<file path="config.mk">
export PLATFORM = sky130hd
export DESIGN_NAME = cvxif_issuer
export DESIGN_NICKNAME = d
export VERILOG_FILES = /design/src/rtl/cvxif_issuer.sv
export SDC_FILE = /design/constraint.sdc
export NUM_CORES = 1
export LEC_CHECK = 0
export CAP_MARGIN = 0
export CORE_AREA = 4 4 159 161
export CTS_BUF_LIST = sky130_fd_sc_hd__clkbuf_4 sky130_fd_sc_hd__clkbuf_8
export CTS_CLUSTER_DIAMETER = 120
export DETAILED_ROUTE_END_ITERATION = 7
export DIE_AREA = 0 0 163 165
export HOLD_SLACK_MARGIN = 0.02
export PLACE_DENSITY_LB_ADDON = 0.12
export SLEW_MARGIN = 20
export SYNTH_ARGS = -nofsm -noshare
export SYNTH_HDL_FRONTEND = slang
export SYNTH_SLANG_ARGS = --single-unit
</file>
<file path="constraint.sdc">
create_clock -name clk_i -period 3.69 [get_ports clk_i]
set_input_delay 0.369 -clock clk_i [delete_from_list [all_inputs] [get_ports clk_i]]
set_output_delay 0.369 -clock clk_i [all_outputs]
set_load 0.05 [all_outputs]
</file>
<file path="src/rtl/cvxif_issuer.sv">
// cvxif_issuer: CPU-side CV-X-IF issuer; one outstanding instruction through IDLE/ISSUE/COMMIT/RESULT.
package cvxif_issuer_pkg;
  localparam int unsigned XLEN       = 32;
  localparam int unsigned X_ID_WIDTH = 2;
  typedef struct packed {
    logic                  x_compressed_valid;
    logic [15:0]           x_compressed_instr;
    logic [X_ID_WIDTH-1:0] x_compressed_id;
    logic                  x_issue_valid;
    logic [31:0]           x_issue_instr;
    logic [X_ID_WIDTH-1:0] x_issue_id;
    logic [2:0][XLEN-1:0]  x_issue_rs;
    logic [2:0]            x_issue_rs_valid;
    logic                  x_commit_valid;
    logic [X_ID_WIDTH-1:0] x_commit_id;
    logic                  x_commit_kill;
    logic                  x_mem_ready;
    logic                  x_mem_result_valid;
    logic [XLEN-1:0]       x_mem_result_rdata;
    logic                  x_result_ready;
  } cvxif_req_t;
  typedef struct packed {
    logic                  x_issue_ready;
    logic                  x_issue_accept;
    logic                  x_issue_writeback;
    logic                  x_result_valid;
    logic [X_ID_WIDTH-1:0] x_result_id;
    logic [XLEN-1:0]       x_result_data;
    logic [4:0]            x_result_rd;
    logic                  x_result_we;
    logic                  x_result_exc;
  } cvxif_resp_t;
endpackage

module cvxif_issuer
  import cvxif_issuer_pkg::*;
#(
  parameter int unsigned TimeoutCycles = 1024
)(
  input  logic            clk_i,
  input  logic            rst_ni,
  input  logic            instr_valid_i,
  output logic            instr_ready_o,
  input  logic [31:0]     instr_i,
  input  logic [XLEN-1:0] rs1_i,
  input  logic [XLEN-1:0] rs2_i,
  input  logic [XLEN-1:0] rs3_i,
  input  logic            kill_i,
  output logic            wb_valid_o,
  output logic            wb_we_o,
  output logic [4:0]      wb_rd_o,
  output logic [XLEN-1:0] wb_data_o,
  output logic            illegal_o,
  output logic            timeout_o,
  output cvxif_req_t      cvxif_req_o,
  input  cvxif_resp_t     cvxif_resp_i
);
  typedef enum logic [1:0] {IDLE, ISSUE, COMMIT, RESULT} state_t;
  state_t                state_q, state_d;
  logic [31:0]           instr_q;
  logic [2:0][XLEN-1:0]  rs_q;
  logic [X_ID_WIDTH-1:0] id_q;
  logic                  wbk_q;
  logic                  match, done, illegal_d, timeout_hit;
  assign match = cvxif_resp_i.x_result_valid && cvxif_resp_i.x_result_id == id_q;
  always_comb begin
    state_d                   = state_q;
    done                      = 1'b0;
    illegal_d                 = 1'b0;
    cvxif_req_o               = '0;
    cvxif_req_o.x_issue_instr = instr_q;
    cvxif_req_o.x_issue_rs    = rs_q;
    cvxif_req_o.x_issue_id    = id_q;
    cvxif_req_o.x_commit_id   = id_q;
    instr_ready_o             = state_q == IDLE;
    case (state_q)
      IDLE: state_d = instr_valid_i ? ISSUE : IDLE;
      ISSUE: begin
        cvxif_req_o.x_issue_valid    = 1'b1;
        cvxif_req_o.x_issue_rs_valid = 3'b111;
        if (cvxif_resp_i.x_issue_ready) begin
          state_d   = cvxif_resp_i.x_issue_accept ? COMMIT : IDLE;
          illegal_d = ~cvxif_resp_i.x_issue_accept;
        end
      end
      COMMIT: begin
        cvxif_req_o.x_commit_valid = 1'b1;
        cvxif_req_o.x_commit_kill  = kill_i;
        state_d = kill_i ? IDLE : RESULT;
      end
      default: begin
        cvxif_req_o.x_result_ready = 1'b1;
        done    = match;
        state_d = (match || timeout_hit) ? IDLE : RESULT;
      end
    endcase
  end
  always_ff @(posedge clk_i or negedge rst_ni) begin
    if (!rst_ni) begin
      state_q    <= IDLE;
      instr_q    <= '0;
      rs_q       <= '0;
      id_q       <= '0;
      wbk_q      <= 1'b0;
      wb_valid_o <= 1'b0;
      wb_we_o    <= 1'b0;
      wb_rd_o    <= '0;
      wb_data_o  <= '0;
      illegal_o  <= 1'b0;
    end else begin
      state_q <= state_d;
      if (state_q == IDLE && instr_valid_i) begin
        instr_q <= instr_i;
        rs_q    <= {rs3_i, rs2_i, rs1_i};
      end
      if (state_q == ISSUE && cvxif_resp_i.x_issue_ready)
        wbk_q <= cvxif_resp_i.x_issue_writeback;
      if (state_q != IDLE && state_d == IDLE)
        id_q <= id_q + 1'b1;
      wb_valid_o <= done;
      wb_we_o    <= done & cvxif_resp_i.x_result_we & wbk_q & ~cvxif_resp_i.x_result_exc;
      illegal_o  <= illegal_d;
      if (done) begin
        wb_rd_o   <= cvxif_resp_i.x_result_rd;
        wb_data_o <= cvxif_resp_i.x_result_data;
      end
    end
  end
`ifdef CVXIF_ISSUER_TIMEOUT_EN
  localparam int unsigned CW = TimeoutCycles > 1 ? $clog2(TimeoutCycles) : 1;
  logic [CW-1:0] cnt_q;
  assign timeout_hit = cnt_q == CW'(TimeoutCycles - 1);
  always_ff @(posedge clk_i or negedge rst_ni) begin
    if (!rst_ni) begin
      cnt_q     <= '0;
      timeout_o <= 1'b0;
    end else begin
      cnt_q     <= (state_q == RESULT && state_d == RESULT) ? cnt_q + 1'b1 : '0;
      timeout_o <= state_q == RESULT && !match && timeout_hit;
    end
  end
`else
  assign timeout_hit = 1'b0;
  assign timeout_o   = 1'b0;
`endif
endmodule

</file>
# After elaboration in Yosys (flattened, before gate mapping)
# Index checks and enable logic that the tools add are counted.
# totals
wordCells,43
in_bits,177
out_inout_bits,234
ff_bits,173
# op_classes
mux,14
bitwise_logic,5
addsub,1
reduce_logical,8
n_eq_ne,3
# ops
operator,n
2-to-1 mux 1 bit,8
2-to-1 mux 2 bit,4
case mux 2 bit (3 select lines),1
logical AND 1 bit,4
zero test 2 bit,2
bitwise AND 1 bit,3
2-to-1 mux 3 bit,1
OR reduction 3 bit,1
"adder 2 x 1 -> 2 bit, second input constant",1
"== test 2 x 1 -> 1 bit, second input constant",1
== test 2 bit,1
"== test 2 bit, second input constant",1
inverter 1 bit,2
nonzero test 2 bit,1

# Longest topological paths before layout
# Gate-level depths: netlist of run 1.
# depth
ltp_word,6
depth_mapped,6
ltp_nobuf,4

# Worst setup path before layout of run 1
# Ideal clock, no wire load.
# synth_timing
kind,flip-flop to output port
from,reg state_q[0]
to,out cvxif_req_o[172] (netlist name)
setup_slack_ns,1.563
path_stages_with_launch,4
t_required_ns,3.321
arrival_time_ns,1.758
path_buffers,2
path_cell_list,dfrtp_1 buf_2 nor2b_1 buf_4
# synth_lines
element,line_no,text
"start, declared",59,"state_t state_q, state_d;"
"start signal, assigned",111,state_q <= state_d;
"end, declared",55,"output cvxif_req_t cvxif_req_o,"

==> results.py, run 1 <==
metrics = {
    "placed_design": {
        "gp_congestion": 0.755,
        "io_buffers": 356,
        "hpwl_mm": 16.4,
    },
    "setup_path": {
        "cp-end-kind": "primary output",
        "path_max_fanout": 13,
        "crit_type": "reg2out",
        "regToRegSetupSlack_ns": 1.47,
        "worst-r2r-cell-count": 4,
        "worstReg2RegStart": "state_q[1]",
        "cp-startpoint": "state_q[0]",
        "cp.arrival_ns": 2.31,
        "setup.worst_path.end": "cvxif_req_o[41]",
        "reg2reg_to": "cvxif_req_o[108]",
        "cp.required_ns": 3.32,
        "start_kind": "register",
    },
    "finish": {
        "area_delta_synth_final_pct": 50.9,
        "drive_gt1_share_pct": 26.3,
        "seq_area_um2": 4330,
        "fillers": 2109,
        "layout.cells.most_common_list": "355 x clkdlybuf4s50_1, 173 x dfrtp_1, 155 x mux2_4, 54 x conb_1, 18 x clkbuf_8",
        "layout_commonest_cell": "clkdlybuf4s50_1",
        "finalNetCount": 988,
        "multiInputGateArea_um2": 2870,
    },
    "sta": {
        "tightest_slew_ns": 0.846,
        "period_needed_ns": 2.68,
        "finalSetupViolCount": 0,
        "fmax_mhz": 373,
        "setup_tns_ns": 0,
        "hold_viol": 0,
        "period_share_pct": 72.7,
        "relSlewSlack_pct": 43.6,
        "rsz0062_at_grt": "false",
        "slew_viol_final": 0,
        "skew_ns": 0.0186,
    },
    "die": {
        "io_pins": 411,
        "dieArea_um2": 26900,
        "initial_utilization_pct": 32.6,
        "core_area_um2": 24000,
        "rows": 57,
        "die_w_um": 163,
        "dieHeight_um": 165,
    },
    "outcome": {
        "status": "finished, final reports clean",
    },
    "pwr": {
        "power.total_mw": 13.1,
        "vdd_ir_drop_max_mv": 0.699,
        "p_leak_nw": 5.14,
        "powerDensity_nw_per_um2": 1110,
    },
    "global_route": {
        "grt_pass1_wl_mm": 31.4,
        "grt.overflow.total": 0,
        "grt.total_usage_pct": 15.3,
        "grt_pass1_vias": 5207,
        "grt_max_degree": 90,
        "antenna_found_initial": 2,
    },
    "drt": {
        "drt_iter0_markers": 132,
        "drc": 0,
        "wl_per_cell_um": 18.7,
        "vias": 4798,
        "dr.pass1.iters": 4,
        "drt-total-wl_mm": 21.5,
        "detail-route-antenna-nets": 0,
        "via_per_inst": 4.18,
    },
    "yosys": {
        "avgSynthCellArea_um2": 17.4,
        "yosys.area_share.xor_xnor_pct": 0.336,
        "synth_seq_cells": 173,
        "ys_types": 29,
        "netlist_area_um2": 7810,
        "yosysSeqAreaShare_pct": 55.4,
        "synth-compound-area-share_pct": 0.625,
        "syn_inst": 450,
        "yosysWarnings": 0,
        "yosys.area_share.adder_pct": 0,
        "synthMuxAreaShare_pct": 31.4,
        "synth_top_family_by_area": "multiplexers",
        "synth-simple-area-share_pct": 1.83,
    },
    "cts": {
        "clkLatencyLatePin_ns": 0.45,
        "cts_inserted_buffers": 17,
        "cts.repair.resized": 0,
        "cts_tree": "built",
        "clock_sinks": 173,
        "cts-root-buf": "clkbuf_8",
        "cts.path.max_buffers": 2,
        "path_clk_slew_ns": 0.09,
        "htree_num_levels": 4,
    },
    "worst_hold_path": {
        "hp-class": "reg2reg",
    },
    "job": {
        "cap_violations": 0,
    },
}
==> metrics by stage <==
stage          instances  area (um^2)  hold slack, ns  util (%)  setup slack, ns
6_report            1147        11800           0.513      49.2             1.01
5_1_grt             1147        11800           0.480      49.2            0.777
4_1_cts             1146        11800           0.480      49.2            0.926
3_5_place_dp        1115        11300           0.492      47.1             1.32
3_3_place_gp        1115        11300           0.486      47.1             1.35
2_1_floorplan        503         8010          0.0734         -             1.56
==> cells by family (layout without fill, tap and decap cells) <==
kind of cell	after synthesis	after routing
multiplexers	166	166
XOR/XNOR	3	3
flip-flops	173	173
AND/OR/NAND/NOR	19	19
AO/OA/AOI/OAI	7	7
other	1	55
buffers and inverters	81	400
==> synthesized netlist by cell type, drive strengths merged <==
library cell | count | area share [%]
dfrtp | 173 | 55
and3b | 1 | 0.16
nor4bb | 1 | 0.32
nor3 | 4 | 0.26
o21ai | 1 | 0.064
xnor2 | 3 | 0.34
mux2 | 166 | 31
a31oi | 1 | 0.080
nand3 | 1 | 0.064
a21oi | 2 | 0.13
conb | 1 | 0.048
nor2 | 3 | 0.18
inv | 1 | 0.048
and4b | 1 | 0.13
or3 | 1 | 0.080
nand2 | 1 | 0.048
buf | 80 | 10
o22a | 1 | 0.11
and2 | 2 | 0.21
nor2b | 3 | 0.24
and4 | 1 | 0.14
o22ai | 2 | 0.24
==> routing by layer <==
layer	up-vias	track usage [%]	part of all wire [%]
li1	2160	-	-
met2	226	27.0	53
met5	-	0	0.060
met3	20	5.02	8.0
met4	2	4.61	1.6
met1	2390	17.6	38
==> worst min-delay path by stage <==
stage / to / from / slack (ns) / cells after the start
floorplan: cvxif_req_o[100] / rst_ni / 0.07 / 0
global placement: wbk_q / wbk_q / 0.49 / 1
detailed placement: wb_data_o[25] / wb_data_o[25] / 0.49 / 1
CTS: wb_we_o / cvxif_resp_i[1] / 0.48 / 2
global route: instr_q[11] / instr_i[11] / 0.48 / 2
finish: instr_q[0] / instr_q[0] / 0.51 / 1
==> registers in the layout, summed over array words and instances (netlist names) <==
| name | count |
|---|---|
| cvxif_req_o | 96 |
| id_q | 2 |
| illegal_o | 1 |
| instr_q | 32 |
| state_q | 2 |
| wb_data_o | 32 |
| wb_rd_o | 5 |
| wb_valid_o | 1 |
| wb_we_o | 1 |
| wbk_q | 1 |
==> critical path: stages, from the launching register on <==
cell and delay, ns:
dfrtp_1 0.59, nor2b_1 0.40, clkdlybuf4s50_1 0.89
==> layout make-up <==
class	instances	area share (%)
Antenna cell	1	0.0212
Tap cell	324	3.44
Clock buffer	18	2.10
Inverter	1	0.0319
Multi-Input combinational cell	249	24.4
Clock inverter	12	2.00
Timing Repair Buffer	369	31.3
Sequential cell	173	36.7
==> power by group <==
part           total, mW  internal [mW]  switching (mW)  leakage, nW
clock network       1.61          0.898           0.716        0.235
registers           3.44           2.85           0.593         2.07
logic               8.08           3.26            4.82         2.84
==> what timing repair did <==
item	CTS	global route
hold endpoints to repair	57	0
hold buffers	1	0
setup buffers	0	0
Note: power is estimated with default switching activity, not from simulation.
==> inputs of run 2 (changes only) <==
==> constraint.sdc (replaced) <==
create_clock -name clk_i -period 2.4 [get_ports clk_i]
set_input_delay 0.24 -clock clk_i [delete_from_list [all_inputs] [get_ports clk_i]]
set_output_delay 0.24 -clock clk_i [all_outputs]
set_load 0.05 [all_outputs]
==> results.py, run 2 (synthesis results as in run 1) <==
metrics = {
    "sta": {
        "relSlewSlack_pct": 60.9,
        "fmax_mhz": 448,
        "slew_viol_final": 0,
        "skew_ns": 0.0161,
        "hold_ws_ns": 0.302,
        "tightest_slew_ns": 0.585,
        "rsz0062_at_grt": "false",
        "finalSetupViolCount": 0,
        "period_needed_ns": 2.23,
        "setup_tns_ns": 0,
        "hold_viol": 0,
        "period_share_pct": 92.9,
    },
    "pwr": {
        "vdd_ir_drop_max_mv": 0.831,
        "p_switching_mw": 9.49,
        "p_leak_nw": 5.13,
        "p_clk_share_pct": 10.4,
        "swShare_pct": 48.1,
        "p_seq_share_pct": 26.6,
        "p_int_mw": 10.2,
        "p_comb_share_pct": 63.0,
        "powerDensity_nw_per_um2": 1680,
    },
    "placed_design": {
        "gp_congestion": 0.784,
        "io_buffers": 356,
        "hpwl_mm": 16.2,
        "placed_cells": 1111,
    },
    "finish": {
        "layout_commonest_cell": "clkdlybuf4s50_1",
        "instances_no_fill": 1145,
        "seq_area_um2": 4330,
        "finalNetCount": 984,
        "drive_gt1_share_pct": 26.2,
        "utilization_pct": 48.9,
        "largest_reg_flops": 96,
        "layout.cells.most_common_list": "348 x clkdlybuf4s50_1, 173 x dfrtp_1, 155 x mux2_4, 54 x conb_1, 17 x clkbuf_8",
        "multiInputGateArea_um2": 2870,
        "area_delta_synth_final_pct": 50.2,
        "fillers": 2119,
    },
    "drt": {
        "vias": 4803,
        "drt_iter0_markers": 160,
        "wl_per_cell_um": 18.6,
        "via_per_inst": 4.19,
        "drt-total-wl_mm": 21.3,
        "drc": 0,
        "detail-route-antenna-nets": 0,
        "dr.pass1.iters": 4,
    },
    "job": {
        "cap_violations": 0,
    },
    "die": {
        "die_w_um": 163,
        "dieArea_um2": 26900,
        "core_area_um2": 24000,
        "rows": 57,
        "initial_utilization_pct": 32.6,
        "io_pins": 411,
        "dieHeight_um": 165,
    },
    "cts": {
        "cts_setup_buffers": 0,
        "cts_inserted_buffers": 17,
        "htree_num_levels": 4,
        "path_clk_slew_ns": 0.10,
        "cts.path.max_buffers": 2,
        "cts_tree": "built",
        "clkLatencyLatePin_ns": 0.45,
        "clock_sinks": 173,
        "cts-root-buf": "clkbuf_8",
    },
    "global_route": {
        "grt.total_usage_pct": 15.1,
        "grt_pass1_wl_mm": 31.0,
        "grt_pass1_vias": 5221,
        "grt.overflow.total": 0,
        "antenna_found_initial": 1,
        "grt_max_degree": 67,
    },
    "setup_path": {
        "cp.arrival_ns": 1.99,
        "crit_type": "reg2out",
        "path_max_fanout": 11,
        "start_kind": "register",
        "cp.required_ns": 2.16,
        "cp-end-kind": "primary output",
    },
    "worst_hold_path": {
        "hp-class": "in2async",
    },
    "outcome": {
        "status": "finished, final reports clean",
    },
}
run 2: cell count changes in the layout (fill, tap and decap cells not counted), sizes merged:
cell           change
clkdlybuf4s50      -7
bufinv             -5
dlygate4sd2        +5
clkinvlp           +1
buf                -3
inv                +6
dlymetal6s2s       +1
run 2: routing by layer:
| metal | vias up | GRT usage [%] | share of wire (%) |
|---|---|---|---|
| met2 | 246 | 26.6 | 51 |
| met3 | 29 | 4.64 | 7.7 |
| met5 | - | 0 | 0 |
| li1 | 2151 | - | - |
| met1 | 2377 | 17.2 | 38 |
| met4 | 0 | 5.68 | 2.8 |
run 2: path summary, 6_finish.rpt:
check | startpoint | to | slack (ns) | cells after the start
max | state_q[1] | instr_ready_o | 0.17 | 2
min in group clk_i | rs2_i[21] | cvxif_req_o[95] | 0.40 | 2
max reg2reg | state_q[1] | instr_q[7] | 0.53 | 4
max in group asynchronous | rst_ni | cvxif_req_o[99] | 1.32 | 3
min | rst_ni | instr_q[22] | 0.30 | 2
min reg2reg | cvxif_req_o[98] | cvxif_req_o[98] | 0.51 | 1
run 2: power groups by stage:
stage	clock (mW)	sequential [mW]	combinational, mW
after floorplan	0	10.2	3.77
after global placement	0	5.25	12.5
after detailed placement	0	5.30	12.5
after CTS	2.14	5.27	12.6
after global routing	2.26	5.45	12.8
final	2.06	5.25	12.4
run 2: through the flow:
step | total power, mW | setup WS [ns] | cell area [um^2]
floorplan | 14.0 | 0.402 | 8010
global placement | 17.7 | 0.406 | 11300
detailed placement | 17.8 | 0.374 | 11300
CTS | 20.0 | 0.0474 | 11700
global route | 20.5 | 0.0351 | 11700
finish | 19.7 | 0.169 | 11700
run 2: layout make-up:
cell class | instances | area share (%)
multi-input cells | 249 | 24.5
diodes | 1 | 0.0213
clock buffers | 18 | 2.06
flip-flops and latches | 173 | 36.9
clock inverters | 14 | 1.25
repair buffers | 365 | 31.8
inverters | 1 | 0.0320
well taps | 324 | 3.46
run 2: critical path, cell delays in order (launching register included):
cell	delay, ns
dfrtp_1	0.54
nor2_2	0.19
clkdlybuf4s50_1	0.82
run 2: repair_timing:
| action | in CTS | in global routing |
|---|---|---|
| hold buffers | 1 | 0 |
| setup endpoints to repair | 5 | 1 |
| pin swaps | 0 | 0 |
| gates resized for setup | 5 | 1 |
| hold endpoints to repair | 50 | 0 |
==> inputs of run 3 (changes only) <==
--- a/config.mk
+++ b/config.mk
@@ -5,12 +5,12 @@
 export SDC_FILE = /design/constraint.sdc
 export NUM_CORES = 1
 export LEC_CHECK = 0
-export CAP_MARGIN = 0
 export CORE_AREA = 4 4 159 161
 export CTS_BUF_LIST = sky130_fd_sc_hd__clkbuf_4 sky130_fd_sc_hd__clkbuf_8
 export CTS_CLUSTER_DIAMETER = 120
 export DETAILED_ROUTE_END_ITERATION = 7
 export DIE_AREA = 0 0 163 165
+export GPL_ROUTABILITY_DRIVEN = 1
 export HOLD_SLACK_MARGIN = 0.02
 export PLACE_DENSITY_LB_ADDON = 0.12
 export SLEW_MARGIN = 20
==> results of run 3 <==
The final DEF is identical to that of run 2; final timing and power are the same.
